==> src/rtl/bullet_scheduler.sv <==
// Sole owner of bullet RAM port A: clears the table, advances every live bullet
// once per frame tick, and places turret spawns into the first free slot.
module bullet_scheduler (
  input  logic        CLOCK_50,
  input  logic        resetn,
  input  logic        frame_tick,
  input  logic        clear_req,
  input  logic        spawn_req,
  input  logic [7:0]  spawn_x,
  input  logic [6:0]  spawn_y,
  input  logic [1:0]  spawn_dir,
  output logic        spawn_ack,
  output logic        spawn_drop,
  output logic [6:0]  bullet_addr,
  output logic [17:0] bullet_wdata,
  output logic        bullet_wren,
  input  logic [17:0] bullet_rdata,
  output logic        busy,
  output logic        walk_done,
  output logic        tick_overrun
);

  typedef enum logic [2:0] {IDLE, CLEAR, WALK_RD, WALK_WB, SPN_RD, SPN_CHK} state_t;

  state_t      state, state_nx;
  logic [6:0]  idx, idx_nx;
  logic [6:0]  ptr, ptr_nx;
  logic [6:0]  spawn_ptr, spawn_ptr_nx;
  logic [6:0]  probes, probes_nx;
  logic [6:0]  addr_nx;
  logic        tick_pend, tick_pend_nx;
  logic        clr_pend, clr_pend_nx;
  logic        ack_nx, drop_nx, done_nx, ovr_nx, busy_nx;
  logic        take_tick, take_clear;

  // One-pixel move; x is widened to 9 bits and y to 8 so a step below zero
  // shows up as a large value and falls into the same range test as overflow.
  function automatic logic [17:0] advance(input logic [17:0] e);
    logic [8:0] nx;
    logic [7:0] ny;
    nx = {1'b0, e[14:7]};
    ny = {1'b0, e[6:0]};
    case (e[16:15])
      2'd0:    nx = nx + 9'd1;
      2'd1:    nx = nx - 9'd1;
      2'd2:    ny = ny + 8'd1;
      default: ny = ny - 8'd1;
    endcase
    if (nx >= 9'd160 || ny >= 8'd120) advance = '0;
    else                              advance = {1'b1, e[16:15], nx[7:0], ny[6:0]};
  endfunction

  always_comb begin
    state_nx     = state;
    idx_nx       = idx;
    ptr_nx       = ptr;
    spawn_ptr_nx = spawn_ptr;
    probes_nx    = probes;
    addr_nx      = bullet_addr;
    ack_nx       = 1'b0;
    drop_nx      = 1'b0;
    done_nx      = 1'b0;
    take_tick    = 1'b0;
    take_clear   = 1'b0;
    case (state)
      IDLE: begin
        if (clr_pend) begin
          take_clear = 1'b1;
          state_nx   = CLEAR;
          idx_nx     = 7'd0;
          addr_nx    = 7'd0;
        end else if (tick_pend) begin
          take_tick = 1'b1;
          state_nx  = WALK_RD;
          idx_nx    = 7'd0;
          addr_nx   = 7'd0;
        end else if (spawn_req && !spawn_ack) begin
          // The ack cycle itself is ignored so a requester that drops right
          // after the ack is not mistaken for a fresh request.
          state_nx  = SPN_RD;
          ptr_nx    = spawn_ptr;
          probes_nx = 7'd0;
          addr_nx   = spawn_ptr;
        end
      end
      CLEAR: begin
        idx_nx  = idx + 7'd1;
        addr_nx = idx + 7'd1;
        if (idx == 7'd127) state_nx = IDLE;
      end
      WALK_RD: state_nx = WALK_WB;
      WALK_WB: begin
        idx_nx  = idx + 7'd1;
        addr_nx = idx + 7'd1;
        if (idx == 7'd127) begin
          state_nx = IDLE;
          done_nx  = 1'b1;
        end else begin
          state_nx = WALK_RD;
        end
      end
      SPN_RD: state_nx = SPN_CHK;
      SPN_CHK: begin
        if (!bullet_rdata[17]) begin
          ack_nx       = 1'b1;
          spawn_ptr_nx = ptr + 7'd1;
          state_nx     = IDLE;
        end else begin
          ptr_nx    = ptr + 7'd1;
          probes_nx = probes + 7'd1;
          addr_nx   = ptr + 7'd1;
          if (probes == 7'd127) begin
            ack_nx   = 1'b1;
            drop_nx  = 1'b1;
            state_nx = IDLE;
          end else begin
            state_nx = SPN_RD;
          end
        end
      end
      default: state_nx = IDLE;
    endcase

    busy_nx      = (state_nx != IDLE);
    clr_pend_nx  = clear_req | (clr_pend & ~take_clear);
    tick_pend_nx = frame_tick | (tick_pend & ~take_tick & ~take_clear);
    ovr_nx       = frame_tick & tick_pend & ~take_tick & ~take_clear;
  end

  // Write-back data depends on the word the RAM returns in this same cycle.
  always_comb begin
    bullet_wren  = 1'b0;
    bullet_wdata = '0;
    case (state)
      CLEAR: bullet_wren = 1'b1;
      WALK_WB: if (bullet_rdata[17]) begin
        bullet_wren  = 1'b1;
        bullet_wdata = advance(bullet_rdata);
      end
      SPN_CHK: if (!bullet_rdata[17]) begin
        bullet_wren  = 1'b1;
        bullet_wdata = {1'b1, spawn_dir, spawn_x, spawn_y};
      end
      default: ;
    endcase
  end

  always_ff @(posedge CLOCK_50 or negedge resetn) begin
    if (!resetn) begin
      state        <= IDLE;
      idx          <= 7'd0;
      ptr          <= 7'd0;
      spawn_ptr    <= 7'd0;
      probes       <= 7'd0;
      tick_pend    <= 1'b0;
      clr_pend     <= 1'b0;
      bullet_addr  <= 7'd0;
      busy         <= 1'b0;
      spawn_ack    <= 1'b0;
      spawn_drop   <= 1'b0;
      walk_done    <= 1'b0;
      tick_overrun <= 1'b0;
    end else begin
      state        <= state_nx;
      idx          <= idx_nx;
      ptr          <= ptr_nx;
      spawn_ptr    <= spawn_ptr_nx;
      probes       <= probes_nx;
      tick_pend    <= tick_pend_nx;
      clr_pend     <= clr_pend_nx;
      bullet_addr  <= addr_nx;
      busy         <= busy_nx;
      spawn_ack    <= ack_nx;
      spawn_drop   <= drop_nx;
      walk_done    <= done_nx;
      tick_overrun <= ovr_nx;
    end
  end

endmodule

==> config.mk <==
export PLATFORM = sky130hd
export DESIGN_NAME = bullet_scheduler
export DESIGN_NICKNAME = d
export VERILOG_FILES = /design/src/rtl/bullet_scheduler.sv
export SDC_FILE = /design/constraint.sdc
export NUM_CORES = 1
export LEC_CHECK = 0
export BUFFER_PORTS_ARGS = -buffer_cell sky130_fd_sc_hd__buf_2
export CAP_MARGIN = 20
export CORE_MARGIN = 4
export CORE_UTILIZATION = 60
export CTS_CLUSTER_DIAMETER = 60
export DETAILED_ROUTE_END_ITERATION = 10
export PLACE_DENSITY = 0.86
export SLEW_MARGIN = 15
export SYNTH_ARGS = -nofsm -noshare
export SYNTH_HDL_FRONTEND = slang
export SYNTH_SLANG_ARGS = --single-unit
==> constraint.sdc <==
create_clock -name CLOCK_50 -period 5.45 [get_ports CLOCK_50]
set_input_delay 0.545 -clock CLOCK_50 [delete_from_list [all_inputs] [get_ports CLOCK_50]]
set_output_delay 0.545 -clock CLOCK_50 [all_outputs]
set_load 0.005 [all_outputs]
==> qor.yml, run 1 <==
timing:
  final.setup.worst_slack_ns: 1.26
  worstMarginPinSlew_ns: 1.13
  rsz0062_at_grt: "false"
  maxSlewViolCount: 0
  holdWs_ns: 0.387
  totalNegativeSetupSlack_ns: 0
  setup_viol: 0
  hold_violations: 0
  max_freq_mhz: 239
  slew_headroom_pct: 24.9
  finalCritPeriodShare_pct: 76.9
  min_period_ns: 4.19
  skew_ns: 0.00312
setup_path:
  critPathSlowestCell: "o211ai_4"
  cp.depth: 10
  path_class: "in -> out"
  critPathMaxStageDelay_ns: 0.55
  cp_data_arrival_time_ns: 3.65
  path_max_fanout: 30
  cp-start-kind: "input port"
  crit_chain: "buf_2, nand2_1, ha_1, or3b_1, a31oi_1, a21oi_1, a211o_1, o211ai_4, o31ai_1, buf_2"
  path_delay_family: "compound AO/OA/AOI/OAI gates"
  end_kind: "primary output"
  path_buf_inv: 2
  rr_worst_depth: 3
  cp_common_cell: "buf_2"
  crit_required_ns: 4.91
global_route:
  grt-ovfl-total: 0
  grt_pass1_wl_um: 13700
  grt_pass1_vias: 3021
  grt_usage_pct: 23.3
  grt_max_degree: 46
  antenna_found_initial: 0
detailed_routing:
  wl_per_cell_um: 15.2
  wirelength_um: 8080
  wl_met1_um: 3500
  drt-pass1-iter-count: 7
  detail-route-antenna-nets: 0
  wl_met3_um: 436
  wl_met2_um: 3970
  vias: 3168
  drc: 0
  topRoutingLayerUsed: "met4"
  viasPerCell: 5.94
  drtIter0Drc: 213
cts:
  clk_pin_slew_ns: 0.08
  ctsHtreeMaxLevel: 2
  cts.sink_count: 45
  cts_resized: 0
  clk_latency_ns: 0.30
  clockRootBuffer: "clkbuf_8"
  holdBufCountCts: 0
  cts_tree: "yes"
  clk_path_buf_depth: 2
  cts_buffers: 5
  cts_setup_buffers: 0
synth:
  synth_warnings: 0
  syn_nets: 454
  synth_top_cell_area_share_pct: 32.8
  synth_top_cell_by_area: "dfrtp_1"
  async_reset_ff_share_pct: 100
  syn_inst: 403
  synth.area.top_cells: "dfrtp_1 (33%), a21oi_1 (5.0%), nand2_1 (4.9%)"
  synthSimpleGateAreaFrac_pct: 22.5
  synth_edf_count: 0
  synth_top_family_by_area: "compound AO/OA/AOI/OAI gates"
  avgSynthCellArea_um2: 8.52
  synth_mux_area_share_pct: 2.73
  synth_compound_area_share_pct: 26.0
  synth-xor-area-share_pct: 6.63
  ys_seq_elements: 45
  ys_seq_area_share_pct: 32.8
  synth_ff_type: "dfrtp_1"
  ys_types: 71
  synth-adder-area-share_pct: 4.23
  syn_area_mm2: 0.00343
  synth_common_cells: "dfrtp_1 (45), nand2_1 (45), nor2_1 (39)"
floorplanning:
  rows: 27
  die_w_um: 83.7
  dieArea_mm2: 0.00700
  start_util_pct: 62.0
  die_h_um: 83.7
  coreArea_mm2: 0.00554
  ios: 71
layout:
  nFillCells: 439
  design_area_mm2: 0.00387
  finalNetCount: 511
  seq_area_mm2: 0.00113
  multi_input_area_mm2: 0.00213
  final_util_pct: 69.9
  antenna_cells: 0
  areaGrowthSynthToFinish_pct: 12.7
  drive_above_1_share_pct: 24.1
placement:
  gp_congestion: 0.916
  port-buffer-count: 70
  placed_area_mm2: 0.00377
  dp_slack_ns: 1.29
  hpwl_um: 5870
power:
  peakVddDrop_v: 0.000232
  powerDensity_mw_per_mm2: 340
  static-leakage-power_uw: 0.00174
worst_hold_path:
  hold_path_class: "in -> async"
flow_run:
  maxCapViolCount: 0
status:
  status: "completed"
## area by class of cell
class                   instances  area share, %
clock buffers                   7           2.49
repair buffers                 70           9.05
multi-input cells             320           55.2
well taps                      72           2.33
flip-flops and latches         45           29.1
clock inverters                 1          0.129
inverters                      18           1.75
## worst reg2reg max path: stages, from the launching register on
cell and delay (ns):
dfrtp_1 0.61, nand3b_1 0.68, nor2_2 1.11, mux2_2 0.42
## path summary, 6_finish.rpt
check                                            from                    endpoint  slack [ns]
setup / recovery                     bullet_rdata[16]            bullet_wdata[13]        1.26
hold / removal                                 resetn    spawn_ptr[6]$_DFFE_PN0P_        0.39
setup reg to reg                   state[0]$_DFF_PN0_    spawn_ptr[1]$_DFFE_PN0P_        2.52
hold reg to reg            bullet_addr[1]$_DFFE_PN0P_  bullet_addr[1]$_DFFE_PN0P_        0.50
max in group asynchronous                      resetn       probes[0]$_DFFE_PN0P_        4.47
min in group CLOCK_50                       clear_req          clr_pend$_DFF_PN0_        0.42
## where the power goes
| group | switching, uW | internal [uW] | total [uW] |
|---|---|---|---|
| combinational | 297 | 232 | 530 |
| sequential | 118 | 441 | 559 |
| clock | 112 | 115 | 226 |
## layout by cell type (no fill, tap or decap), drive strengths merged, types with 9 or more instances in the layout
master	instances
nand3	17
dfrtp	45
buf	70
nand2	45
a21oi	36
o31ai	18
xnor2	18
o21ai	30
ha	10
nor3	9
inv	18
nor2	40
## logic make-up after synthesis
family,count (synthesis)
AOI/OAI and AO/OA,122
xor gates and xnor gates,26
adders and majority gates,11
buffers and inverters,38
DFF,45
muxes,9
and+or+nand+nor,152
## metrics by stage
step / power (uW) / instances
after floorplan: 936 / 403
after global placement: 1060 / 525
after detailed placement: 1090 / 525
after CTS: 1320 / 533
after global routing: 1420 / 533
final: 1320 / 533
## metal layers
layer	global-route usage (%)	up-vias
met2	38.5	107
li1	-	1570
met5	0	-
met3	4.44	17
met4	10.7	0
met1	29.3	1474
## state kept, by name (all words and copies together) (netlist names)
signal        cells
ptr               7
clr_pend          1
spawn_ptr         7
walk_done         1
state             3
idx               7
tick_overrun      1
spawn_ack         1
bullet_addr       7
tick_pend         1
probes            7
spawn_drop        1
busy              1
Note: power is estimated with default switching activity, not from simulation.
==> run 2: changes to the inputs <==
--- a/config.mk
+++ b/config.mk
@@ -8,10 +8,10 @@
 export BUFFER_PORTS_ARGS = -buffer_cell sky130_fd_sc_hd__buf_2
 export CAP_MARGIN = 20
 export CORE_MARGIN = 4
-export CORE_UTILIZATION = 60
+export CORE_UTILIZATION = 50
 export CTS_CLUSTER_DIAMETER = 60
 export DETAILED_ROUTE_END_ITERATION = 10
-export PLACE_DENSITY = 0.86
+export PLACE_DENSITY = 0.77
 export SLEW_MARGIN = 15
 export SYNTH_ARGS = -nofsm -noshare
 export SYNTH_HDL_FRONTEND = slang
==> constraint.sdc (replaced) <==
create_clock -name CLOCK_50 -period 3.52 [get_ports CLOCK_50]
set_input_delay 0.352 -clock CLOCK_50 [delete_from_list [all_inputs] [get_ports CLOCK_50]]
set_output_delay 0.352 -clock CLOCK_50 [all_outputs]
set_load 0.005 [all_outputs]
==> run 2 against run 1 <==
Against the previous run: combinational power increased by 60%; die area up 18%; cell count rose by 2.6%; critical path type unchanged; worst hold slack worse by 0.16 ns.
==> qor.yml, run 2 (synthesis results as in run 1) <==
status:
  status: "completed"
global_route:
  grt_pass1_vias: 3022  # +0.033%
  antenna_found_initial: 0  # unchanged
  grt-ovfl-total: 0  # unchanged
  grt_pass1_wl_um: 13900  # +1.7%
  grt_usage_pct: 20.1  # -3.2 points
  grt_max_degree: 46  # unchanged
timing:
  max_freq_mhz: 308
  finalCritPeriodShare_pct: 92.2
  worstMarginPinSlew_ns: 0.848  # -0.277 ns
  totalNegativeSetupSlack_ns: 0  # unchanged
  rsz0062_at_grt: "false"
  slew_headroom_pct: 43.4  # +19 points
  setup_viol: 0  # unchanged
  min_period_ns: 3.24
  maxSlewViolCount: 0  # unchanged
  hold_violations: 0  # unchanged
  skew_ns: 0.00461  # +0.00149 ns
cts:
  clk_path_buf_depth: 2  # unchanged
  cts_setup_buffers: 0  # unchanged
  cts.sink_count: 45  # unchanged
  clk_latency_ns: 0.30  # about the same
  cts_buffers: 5  # unchanged
  clockRootBuffer: "clkbuf_8"
  cts_tree: "yes"
  ctsHtreeMaxLevel: 2  # unchanged
  clk_pin_slew_ns: 0.08  # about the same
flow_run:
  maxCapViolCount: 0  # unchanged
detailed_routing:
  viasPerCell: 5.91  # -0.59%
  drt-pass1-iter-count: 6  # -1
  wl_per_cell_um: 14.9  # -2.0%
  detail-route-antenna-nets: 0  # unchanged
  drtIter0Drc: 133  # -38%
  drc: 0  # unchanged
  wirelength_um: 8130  # +0.59%
  vias: 3232  # +2.0%
layout:
  finalNetCount: 520  # +1.8%
  final_cells: 547  # +2.6%
  areaGrowthSynthToFinish_pct: 16.6
  antenna_cells: 0  # unchanged
  nFillCells: 567  # +29%
  final_cell_mix: "buf_2 (70), dfrtp_1 (45), nand2_1 (44)"
  multi_input_area_mm2: 0.00214  # +0.12%
  final_util_pct: 61.7  # -8.2 points
  drive_above_1_share_pct: 25.5  # +1.5 points
  layout_commonest_cell: "buf_2"
  seq_area_mm2: 0.00113  # unchanged
power:
  static-leakage-power_uw: 0.00180  # +3.7%
  switching_share_pct: 37.9  # -2.2 points
  p_comb_share_pct: 39.3  # -1.0 points
  powerDensity_mw_per_mm2: 539  # +59%
  power_frac_seq_pct: 39.7  # -2.8 points
  peakVddDrop_v: 0.000200  # -14%
  p_clk_share_pct: 21.1  # +3.9 points
  netSwitchingPower_uw: 819  # +55%
  p_int_uw: 1340  # +70%
setup_path:
  path_buf_inv: 5  # +3
  critPathSlowestCell: "fa_1"
  cp-start-kind: "input port"
  end_kind: "primary output"
  crit_required_ns: 3.17  # -1.74 ns
  path_delay_family: "compound AO/OA/AOI/OAI gates"
  path_class: "in -> out"
  path_max_fanout: 14  # -53%
  cp_data_arrival_time_ns: 2.89  # -0.76 ns
  critPathMaxStageDelay_ns: 0.40  # -0.15 ns
  crit_chain: "buf_2, inv_1, nand2_2, inv_1, fa_1, and2b_1, o311ai_2, a211o_1, a211o_1, o211ai_4, buf_4, o31ai_1, buf_2"
floorplanning:
  start_util_pct: 52.9  # -9.1 points
  rows: 29  # +7.4%
  ios: 71  # unchanged
  die_w_um: 90.9  # +8.6%
  coreArea_mm2: 0.00649  # +17%
  die_h_um: 90.9  # +8.6%
  dieArea_mm2: 0.00826  # +18%
placement:
  port-buffer-count: 70  # unchanged
  hpwl_um: 6070  # +3.4%
  place_inst: 537  # +2.3%
  gp_congestion: 0.933  # +1.9%
worst_hold_path:
  hold_path_class: "in -> reg"
[run 2: cell count changes in the layout (fill, tap and decap cells not counted)]
cell | before | now
nand2_1 | 45 | 44
dlygate4sd3_1 | 0 | 1
clkbuf_8 | 7 | 5
nand2_2 | 0 | 1
buf_12 | 0 | 2
bufinv_16 | 0 | 2
buf_4 | 0 | 6
[run 2: metal layers]
layer | track usage, % | up-vias | wire [um]
li1 | - | 1585 | -
met1 | 26.9 | 1533 | 3740
met2 | 34.0 | 103 | 3830
met3 | 2.42 | 11 | 434
met4 | 5.90 | 0 | 121
met5 | 0 | - | 0
[run 2: final timing paths]
check	from	end	depth (start not counted)	slack, ns
max reg2reg	state[1]$_DFF_PN0_	ptr[2]$_DFFE_PN0P_	5	1.06
max in group asynchronous	resetn	probes[2]$_DFFE_PN0P_	3	2.57
max	bullet_rdata[15]	bullet_wdata[14]	13	0.28
min in group asynchronous	resetn	bullet_addr[2]$_DFFE_PN0P_	2	0.48
min	clear_req	clr_pend$_DFF_PN0_	2	0.23
min reg2reg	bullet_addr[1]$_DFFE_PN0P_	bullet_addr[1]$_DFFE_PN0P_	2	0.48
[run 2: stage by stage]
step	setup slack [ns]	hold WS [ns]	total power, uW	cell area, um2
2_1_floorplan	0.289	0.0564	1450	3430
3_3_place_gp	0.235	0.462	1670	3840
3_5_place_dp	0.183	0.467	1710	3840
4_1_cts	0.156	0.219	2170	3970
5_1_grt	0.109	0.219	2340	4010
6_report	0.276	0.231	2160	4010
[run 2: what timing repair did]
action | in CTS | in global routing
endpoints found under the hold margin | 0 | 12
gates resized for setup | 0 | 1
setup endpoints to repair | 0 | 3
hold buffers | 0 | 1
[run 2: layout make-up]
cell class | count | share of cell area [%]
clock buffer | 5 | 1.72
tap | 77 | 2.40
timing repair buffer | 79 | 11.1
inverter | 18 | 1.69
sequential | 45 | 28.1
clock inverter | 3 | 1.62
multi-input combinational | 320 | 53.3
[run 2: power by group through the flow]
stage               clock network (uW)  registers [uW]  logic (uW)
floorplan                            0             811         638
global placement                     0             856         815
detailed placement                   0             865         841
CTS                                466             855         851
global route                       487             889         962
finish                             455             857         848
==> run 3: changes to the inputs <==
--- a/config.mk
+++ b/config.mk
@@ -12,6 +12,7 @@
 export CTS_CLUSTER_DIAMETER = 60
 export DETAILED_ROUTE_END_ITERATION = 10
 export PLACE_DENSITY = 0.77
+export REMOVE_ABC_BUFFERS = 1
 export SLEW_MARGIN = 15
 export SYNTH_ARGS = -nofsm -noshare
 export SYNTH_HDL_FRONTEND = slang
==> run 3 against run 2 <==
Against the previous run: power rose by 0.39%; combinational power barely moved; global-route usage rose by 0.49 points; maximum frequency fell by 2.4%; clock-buffer cell count did not move; clock skew fell by 0.00056 ns; non-clock buffer count fell by 1; cell count fell by 0.18%; sequential cell count did not move; register-to-register slack improved by 0.08 ns; critical path type unchanged; largest cell class unchanged.
==> qor.yml, run 3 (synthesis results as in run 1) <==
status:
  status: "completed"
timing:
  maxSlewViolCount: 0  # unchanged
  max_freq_mhz: 301  # -2.4%
  worstMarginPinSlew_ns: 0.755  # -0.0931 ns
  hold_violations: 0  # unchanged
  skew_ns: 0.00406  # -0.000557 ns
  setup_viol: 0  # unchanged
  finalCritPeriodShare_pct: 94.4  # +2.3 points
  slew_headroom_pct: 49.5  # +6.1 points
  rsz0062_at_grt: "false"
  final.setup.worst_slack_ns: 0.196  # -0.0804 ns
  totalNegativeSetupSlack_ns: 0  # unchanged
  min_period_ns: 3.32  # +0.0804 ns
setup_path:
  cp_data_arrival_time_ns: 2.97  # +0.08 ns
  crit_required_ns: 3.17  # about the same
  end_kind: "primary output"
  path_class: "in -> out"
  path_max_fanout: 13  # -1
  cp-start-kind: "input port"
global_route:
  met2_usage_pct: 34.6  # +0.56 points
  grt-ovfl-total: 0  # unchanged
  grt_usage_pct: 20.6  # +0.49 points
  grt_pass1_vias: 3072  # +1.7%
  grtUsageMet1_pct: 26.7  # -0.16 points
  grt_pass1_wl_um: 14300  # +2.5%
  antenna_found_initial: 0  # unchanged
  grt_max_degree: 46  # unchanged
  use_met3_pct: 3.42  # +1.0 points
  top_usage_layer: "met2"
floorplanning:
  start_util_pct: 52.9  # unchanged
  rows: 29  # unchanged
  ios: 71  # unchanged
  dieArea_mm2: 0.00826  # unchanged
  die_h_um: 90.9  # unchanged
  die_w_um: 90.9  # unchanged
  coreArea_mm2: 0.00649  # unchanged
cts:
  clk_path_buf_depth: 2  # unchanged
  cts_buffers: 5  # unchanged
  cts_setup_buffers: 0  # unchanged
  cts.sink_count: 45  # unchanged
  holdBufCountCts: 0  # unchanged
  ctsHtreeMaxLevel: 2  # unchanged
  clk_latency_ns: 0.30  # about the same
  cts_tree: "yes"
  clockRootBuffer: "clkbuf_8"
  cts_resized: 0  # unchanged
  clk_pin_slew_ns: 0.08  # about the same
layout:
  nFillCells: 575  # +1.4%
  seq_area_mm2: 0.00113  # unchanged
  final_cell_mix: "buf_2 (70), dfrtp_1 (45), nand2_1 (44)"
  layout_commonest_cell: "buf_2"
  drive_above_1_share_pct: 25.6  # +0.054 points
  antenna_cells: 0  # unchanged
  finalNetCount: 519  # -0.19%
  design_area_mm2: 0.00400  # about the same
  multi_input_area_mm2: 0.00214  # unchanged
  areaGrowthSynthToFinish_pct: 16.6  # about the same
detailed_routing:
  drtIter0Drc: 173  # +30%
  detail-route-antenna-nets: 0  # unchanged
  viasPerCell: 5.76  # -2.5%
  wl_per_cell_um: 15.3  # +2.6%
  drt-pass1-iter-count: 5  # -1
  wirelength_um: 8330  # +2.4%
  drc: 0  # unchanged
  vias: 3146  # -2.7%
placement:
  hpwl_um: 6170  # +1.6%
  dp_slack_ns: 0.108  # -0.0744 ns
  port-buffer-count: 70  # unchanged
  gp_congestion: 0.890  # -4.7%
  placed_area_mm2: 0.00384  # unchanged
flow_run:
  maxCapViolCount: 0  # unchanged
power:
  powerDensity_mw_per_mm2: 541  # +0.45%
  static-leakage-power_uw: 0.00180  # about the same
  p_total_uw: 2170  # +0.39%
  peakVddDrop_v: 0.000184  # -7.9%
worst_hold_path:
  hold_path_class: "in -> async"
run 3: final timing paths:
| kind | slack (ns) | endpoint | from | depth (start not counted) |
|---|---|---|---|---|
| worst max-delay path | 0.20 | bullet_wdata[14] | bullet_rdata[15] | 13 |
| worst min-delay path | 0.03 | idx[4]$_DFFE_PN0P_ | resetn | 1 |
| worst max register to register | 1.14 | ptr[2]$_DFFE_PN0P_ | state[1]$_DFF_PN0_ | 5 |
| worst min register to register | 0.48 | bullet_addr[1]$_DFFE_PN0P_ | bullet_addr[1]$_DFFE_PN0P_ | 2 |
| max in group asynchronous | 2.99 | state[0]$_DFF_PN0_ | resetn | 2 |
| min in group CLOCK_50 | 0.23 | clr_pend$_DFF_PN0_ | clear_req | 2 |
run 3: power by group:
part | switching (uW) | total [uW] | internal, uW | leakage (uW)
logic | 473 | 850 | 377 | 0.00117
clock network | 175 | 457 | 282 | 0.0000681
registers | 178 | 861 | 683 | 0.000562
total | 826 | 2170 | 1340 | 0.00180
run 3: metrics by stage:
stage	util, %	cells	hold WS (ns)
floorplan	-	383	0.0564
global placement	59.1	537	0.455
detailed placement	59.1	537	0.466
CTS	61.2	545	0.229
global route	61.6	546	0.0707
finish	61.6	546	0.0309
run 3: area by class of cell:
cell class | count | share of cell area (%)
well taps | 77 | 2.41
inverters | 18 | 1.69
repair buffers | 78 | 11.1
clock buffers | 5 | 1.72
multi-input cells | 320 | 53.4
clock inverters | 3 | 1.62
flip-flops and latches | 45 | 28.1
run 3: layer usage:
metal	wire (um)	part of all wire (%)	up-vias
met5	0	0	-
met4	140	1.7	0
met3	401	4.8	10
met2	4100	49	95
met1	3690	44	1449
li1	-	-	1592
run 3: worst max-delay path, cell delays in order:
cell and delay [ns]:
buf_2 0.16, inv_1 0.13, nand2_2 0.17, inv_1 0.08, fa_1 0.40, and2b_1 0.26
o311ai_2 0.10, a211o_1 0.32, a211o_1 0.33, o211ai_4 0.16, buf_4 0.25, o31ai_1 0.11
buf_2 0.15
